$ cat src/rtl/pipo_pkg.sv
// Shared constants for the pipo_reg capture/holding register.
// Optional clock enable is selected with the PIPO_CE_EN macro.
package pipo_pkg;
    localparam int PIPO_MAX_DEPTH = 16;
    localparam int PIPO_DEF_WIDTH = 8;
endpackage

$ cat src/rtl/pipo_stage.sv
// One WIDTH-bit register with synchronous active-low reset.
// Defining PIPO_CE_EN adds a clock-enable input `ce`; reset still wins when ce is low.
module pipo_stage
    import pipo_pkg::*;
#(
    parameter int               WIDTH   = PIPO_DEF_WIDTH,
    parameter logic [WIDTH-1:0] RST_VAL = '0
) (
    input  logic             clk,
    input  logic             rst,
`ifdef PIPO_CE_EN
    input  logic             ce,
`endif
    input  logic [WIDTH-1:0] d,
    output logic [WIDTH-1:0] q
);

    logic [WIDTH-1:0] data_d;
    logic [WIDTH-1:0] data_q;

    always_comb begin
        data_d = data_q;
`ifdef PIPO_CE_EN
        if (ce) begin
            data_d = d;
        end
`else
        data_d = d;
`endif
    end

    always_ff @(posedge clk) begin
        if (!rst) begin
            data_q <= RST_VAL;
        end else begin
            data_q <= data_d;
        end
    end

    assign q = data_q;

endmodule

$ cat src/rtl/pipo_reg.sv
// Parallel-in/parallel-out register with a DEPTH-stage pipeline (latency = DEPTH clocks).
// Defining PIPO_CE_EN adds a `ce` port that freezes the whole pipeline when low.
module pipo_reg
    import pipo_pkg::*;
#(
    parameter int               WIDTH   = PIPO_DEF_WIDTH,
    parameter int               DEPTH   = 1,
    parameter logic [WIDTH-1:0] RST_VAL = {WIDTH{1'b0}}
) (
    input  logic             clk,
    input  logic             rst,
`ifdef PIPO_CE_EN
    input  logic             ce,
`endif
    input  logic [WIDTH-1:0] si,
    output logic [WIDTH-1:0] so
);

    generate
        if (DEPTH < 1 || DEPTH > PIPO_MAX_DEPTH) begin : g_bad_depth
            $fatal(1, "pipo_reg: DEPTH=%0d outside legal range 1..%0d", DEPTH, PIPO_MAX_DEPTH);
        end
    endgenerate

    // stage_in[k] feeds stage k; stage_out[k] is its registered output
    logic [DEPTH-1:0][WIDTH-1:0] stage_in;
    logic [DEPTH-1:0][WIDTH-1:0] stage_out;

    genvar k;
    generate
        for (k = 0; k < DEPTH; k++) begin : g_stage
            if (k == 0) begin : g_first
                assign stage_in[k] = si;
            end else begin : g_rest
                assign stage_in[k] = stage_out[k-1];
            end

            pipo_stage #(
                .WIDTH   (WIDTH),
                .RST_VAL (RST_VAL)
            ) u_stage (
                .clk (clk),
                .rst (rst),
`ifdef PIPO_CE_EN
                .ce  (ce),
`endif
                .d   (stage_in[k]),
                .q   (stage_out[k])
            );
        end
    endgenerate

    assign so = stage_out[DEPTH-1];

endmodule

$ cat config.mk
export PLATFORM = sky130hd
export DESIGN_NAME = pipo_reg
export DESIGN_NICKNAME = d
export VERILOG_FILES = /design/src/rtl/pipo_pkg.sv /design/src/rtl/pipo_stage.sv /design/src/rtl/pipo_reg.sv
export SDC_FILE = /design/constraint.sdc
export NUM_CORES = 1
export LEC_CHECK = 0
export CORE_AREA = 5 5 42 44
export DETAILED_ROUTE_END_ITERATION = 7
export DIE_AREA = 0 0 47 49
export HOLD_SLACK_MARGIN = 0.06
export SLEW_MARGIN = 0
export SYNTH_ARGS = -nofsm -noshare
export SYNTH_HDL_FRONTEND = slang
export SYNTH_SLANG_ARGS = --single-unit
export TNS_END_PERCENT = 100
$ cat constraint.sdc
create_clock -name clk -period 0.8 [get_ports clk]
set_clock_uncertainty 0.2 [all_clocks]
set_input_delay 0.08 -clock clk [delete_from_list [all_inputs] [get_ports clk]]
set_output_delay 0.08 -clock clk [all_outputs]
set_load 0.03 [all_outputs]
==> impl_metrics.py, run 1 <==
metrics = {
    "outcome": {
        "run_status": "complete, but fails checks",
        "violations": "negative setup slack",
    },
    "sta": {
        "hold_viol_final": 0,
        "period_needed_ns": 0.9711,
        "finalCritPeriodShare": 1.214,
        "slew_headroom": 0.8908,
        "worst_pin_slew_ns": 0.1638,
        "setup_tns_ns": -1.304,
        "setup_violations": 8,
        "whs_ns": 0.09045,
        "drv_slew": 0,
        "fin_ws_ns": -0.1711,
        "fmax_mhz": 1030,
        "rsz0062_at_grt": "true",
    },
    "yosys": {
        "synth_seq_area_share": 0.7619,
        "synth_area_leaders": "dfxtp_1, and2_1",
        "avgSynthCellArea_um2": 13.14,
        "ys_warn_count": 0,
        "netlist.area_leader.share": 0.7619,
        "yosysTopAreaCell": "dfxtp_1",
        "ys_types": 2,
        "synth_fp_nets": 26,
        "syn-instance-count": 16,
        "syn_area_um2": 210.2,
        "ys_ff_latch": 8,
    },
    "pwr": {
        "vdd_drop_max_uv": 547.7,
        "p_leak_nw": 0.1893,
        "power.density_mw_per_mm2": 1972,
        "power_mw": 0.8710,
    },
    "clock_tree": {
        "cts_buffer_depth": 2,
        "cts.sinks": 8,
        "cts-htree-levels": 1,
        "tritoncts": "done",
        "cts_root_buffer": "clkbuf_4",
        "cts_buffers": 3,
        "cts_hold_buf": 0,
        "clk_pin_slew_worst_paths_ns": 0.05,
    },
    "setup_path": {
        "slowest_stage": "dfxtp_2",
        "path_class": "reg2out",
        "path_buf_inv": 1,
        "worstPathCellList": "buf_6",
        "critPathTopFamily": "flip-flops",
        "worstPathArrival_ns": 0.69,
        "cp-start-kind": "register",
        "worstPathMaxFanout": 1,
        "max_stage_delay_ns": 0.32,
        "cp.required_ns": 0.52,
        "critPathCaptureType": "output pin",
    },
    "placement": {
        "portBuffers": 17,
        "gp_congestion": 0.6611,
        "placed_area_um2": 380.4,
        "dp.cells": 49,
        "dp_slack_ns": -0.2873,
    },
    "detailed_routing": {
        "vias_per_cell": 3.462,
        "vias": 180,
        "route.detailed.drc": 0,
        "wl_per_cell_um": 9.788,
        "dr.pass1.iters": 2,
        "antenna_left": 0,
        "dr.first_iter.drc_count": 1,
        "wl_um": 509,
    },
    "final_layout": {
        "fillers": 159,
        "regArea_um2": 170.2,
        "final_util": 0.3152,
        "largest_reg_flops": 8,
        "n_antenna_cell": 0,
        "area_delta_synth_final_pct": 110.1,
        "mostFrequentLayoutCells": "and2_1, dfxtp_2, clkdlybuf4s50_1, buf_6, clkbuf_4",
        "finalNonFillerCells": 52,
        "multi_input_area_um2": 50.05,
        "drive_above_1_share": 0.5278,
        "final_nets": 48,
        "stdcell_area_um2": 441.7,
    },
    "run": {
        "drv_cap": 0,
    },
    "grt": {
        "grt_max_degree": 9,
        "grt_pass1_wl_um": 738,
        "antenna_found_initial": 0,
        "grt-ovfl-total": 0,
        "grt_pass1_vias": 180,
        "grt_use_total": 0.05021,
    },
    "floorplan": {
        "start_util": 0.1500,
        "top_level_ports": 18,
        "core_area_mm2": 0.001401,
        "die_h_um": 49,
        "die_w_um": 47,
        "dieArea_mm2": 0.002303,
        "rows": 14,
    },
    "hold_path": {
        "min_path_type": "in2reg",
    },
}
==> cell families after synthesis <==
group,Yosys count,share of synthesized area
flip-flops,8,0.7619
AND/OR/NAND/NOR,8,0.2381
==> worst paths after layout <==
path / start / cells past startpoint / end
worst max-delay path: g_stage[0].u_stage.q[4] / 1 / so[4]
worst min-delay path: rst / 2 / g_stage[0].u_stage.q[6]
==> Yosys cell counts <==
master	number
dfxtp_1	8
and2_1	8
==> layout make-up <==
| class | count | area share |
|---|---|---|
| timing repair buffer | 17 | 0.4051 |
| sequential | 8 | 0.3853 |
| clock buffer | 3 | 0.05099 |
| tap | 16 | 0.04533 |
| multi-input combinational | 8 | 0.1133 |
==> power by group <==
group	switching (mW)	internal, mW
logic	0.0631	0.0848
registers	0.00997	0.425
clock network	0.118	0.170
total	0.191	0.680
==> layer usage <==
layer  global-route usage  part of all wire
met1              0.06236              0.40
met4              0.05530                 0
met2              0.04072              0.34
met5                    0                 0
met3              0.04797              0.26
==> timing repair <==
item | in CTS | in global routing
endpoints found under the setup margin | 15 | 8
cloned | 0 | 0
pin swaps | 0 | 0
resized for setup | 17 | 0
setup buffers | 0 | 0
(Power assumes the default switching activity.)
==> inputs of run 2 (changes only) <==
--- a/config.mk
+++ b/config.mk
@@ -5,6 +5,7 @@
 export SDC_FILE = /design/constraint.sdc
 export NUM_CORES = 1
 export LEC_CHECK = 0
+export CAP_MARGIN = 25
 export CORE_AREA = 5 5 42 44
 export DETAILED_ROUTE_END_ITERATION = 7
 export DIE_AREA = 0 0 47 49
==> results of run 2 <==
The final DEF is identical to that of run 1; final timing and power are the same.
==> inputs of run 3 (changes only) <==
--- a/config.mk
+++ b/config.mk
@@ -6,9 +6,10 @@
 export NUM_CORES = 1
 export LEC_CHECK = 0
 export CAP_MARGIN = 25
-export CORE_AREA = 5 5 42 44
+export CORE_AREA = 10 10 47 49
+export CTS_CLUSTER_SIZE = 8
 export DETAILED_ROUTE_END_ITERATION = 7
-export DIE_AREA = 0 0 47 49
+export DIE_AREA = 0 0 57 59
 export HOLD_SLACK_MARGIN = 0.06
 export SLEW_MARGIN = 0
 export SYNTH_ARGS = -nofsm -noshare
==> run 3 against run 2 <==
Combinational power about the same. Fmax down 0.58%. The flow still finishes with violations (negative setup slack). Largest power group unchanged. First-iteration DRC count down 100%. Global-route usage down 0.81 points. Non-clock buffer count unchanged. Wire length up 17%. Sequential power about the same. Sequential share of layout area unchanged. Power up 0.50%. Clock power about the same. Sequential cell count unchanged. Via count down 2.8%.
==> impl_metrics.py, run 3 (synthesis results as in run 1) <==
metrics = {
    "grt": {
        "grt_pass1_vias": 217,
        "grt_pass1_wl_um": 972,
        "grt-ovfl-total": 0,
        "antenna_found_initial": 0,
        "grt_use_total": 0.04206,
        "grt_max_degree": 9,
    },
    "setup_path": {
        "worstPathCellList": "buf_6",
        "slowest_stage": "dfxtp_2",
        "cp.depth": 1,
        "max_stage_delay_ns": 0.32,
        "critPathTopFamily": "flip-flops",
        "cp.required_ns": 0.52,
        "path_buf_inv": 1,
        "cp-start-kind": "register",
        "critPathCaptureType": "output pin",
        "worstPathArrival_ns": 0.70,
        "worstPathMaxFanout": 1,
        "path_class": "reg2out",
    },
    "detailed_routing": {
        "antenna_left": 0,
        "vias_per_cell": 3.365,
        "vias": 175,
        "wl_per_cell_um": 11.44,
        "wl_um": 595,
        "route.detailed.drc": 0,
        "dr.first_iter.drc_count": 0,
        "dr.pass1.iters": 1,
    },
    "sta": {
        "whs_ns": 0.08402,
        "finalCritPeriodShare": 1.221,
        "fin_ws_ns": -0.1768,
        "worst_pin_slew_ns": 0.1664,
        "period_needed_ns": 0.9768,
        "setup_violations": 8,
        "fmax_mhz": 1024,
        "setup_tns_ns": -1.345,
        "slew_headroom": 0.8891,
        "hold_viol_final": 0,
        "rsz0062_at_grt": "true",
        "drv_slew": 0,
    },
    "clock_tree": {
        "cts-htree-levels": 1,
        "clk_pin_slew_worst_paths_ns": 0.05,
        "cts.sinks": 8,
        "cts_buffer_depth": 2,
        "cts_buffers": 3,
        "cts_resized": 17,
        "cts_hold_buf": 0,
        "cts_root_buffer": "clkbuf_4",
        "post-cts-setup-buffers": 0,
        "tritoncts": "done",
    },
    "final_layout": {
        "final_nets": 48,
        "largest_reg_flops": 8,
        "finalNonFillerCells": 52,
        "stdcell_area_um2": 441.7,
        "n_antenna_cell": 0,
        "fillers": 150,
        "mostFrequentLayoutCells": "and2_1, dfxtp_2, clkdlybuf4s50_1, buf_6, clkbuf_4",
        "drive_above_1_share": 0.5278,
        "area_delta_synth_final_pct": 110.1,
        "final_util": 0.3152,
    },
    "pwr": {
        "power.density_mw_per_mm2": 1982,
        "p_leak_nw": 0.1893,
        "power_mw": 0.8753,
        "vdd_drop_max_uv": 539.9,
    },
    "placement": {
        "placed_area_um2": 380.4,
        "dp.cells": 49,
        "dp_slack_ns": -0.2802,
        "portBuffers": 17,
        "gp_congestion": 0.5366,
    },
    "hold_path": {
        "holdCritStartpoint": "rst",
        "holdPathEnd": "g_stage[0].u_stage.q[0]",
        "min_path_type": "in2reg",
        "whs_path_depth": 2,
    },
    "floorplan": {
        "die_w_um": 57,
        "dieArea_mm2": 0.003363,
        "die_h_um": 59,
        "top_level_ports": 18,
        "start_util": 0.1500,
        "rows": 14,
        "core_area_mm2": 0.001401,
    },
    "outcome": {
        "run_status": "complete, but fails checks",
        "violations": "negative setup slack",
    },
    "run": {
        "drv_cap": 0,
    },
}
run 3: cell counts in the layout (fill, tap and decap cells not counted):
No cell type changed its count.
run 3: area by class of cell:
| type | instances | area, um^2 | area share |
|---|---|---|---|
| sequential | 8 | 170.2 | 0.3853 |
| timing repair buffer | 17 | 178.9 | 0.4051 |
| multi-input combinational | 8 | 50.05 | 0.1133 |
| tap | 16 | 20.02 | 0.04533 |
| clock buffer | 3 | 22.52 | 0.05099 |
run 3: worst max-delay path by stage:
stage / from / to / slack, ns
floorplan: g_stage[0].u_stage.q[0] / so[0] / 0.06
finish: g_stage[0].u_stage.q[4] / so[4] / -0.18
CTS: g_stage[0].u_stage.q[5] / so[5] / -0.18
global placement: rst / g_stage[0].u_stage.q[4] / -0.26
detailed placement: rst / g_stage[0].u_stage.q[4] / -0.28
global route: g_stage[0].u_stage.q[4] / so[4] / -0.22
run 3: where the power goes:
group | leakage, nW | switching [mW] | total (mW) | internal, mW
registers | 0.0688 | 0.0102 | 0.436 | 0.425
clock network | 0.0138 | 0.121 | 0.291 | 0.170
logic | 0.107 | 0.0637 | 0.149 | 0.0848
total | 0.189 | 0.195 | 0.875 | 0.681
run 3: per-layer routing:
| layer | GRT usage | vias up | wire, um |
|---|---|---|---|
| met5 | 0 | - | 0 |
| met4 | 0.04027 | 0 | 23 |
| met3 | 0.06009 | 2 | 151 |
| met2 | 0.03411 | 20 | 131 |
| met1 | 0.04197 | 65 | 289 |
| li1 | - | 88 | - |
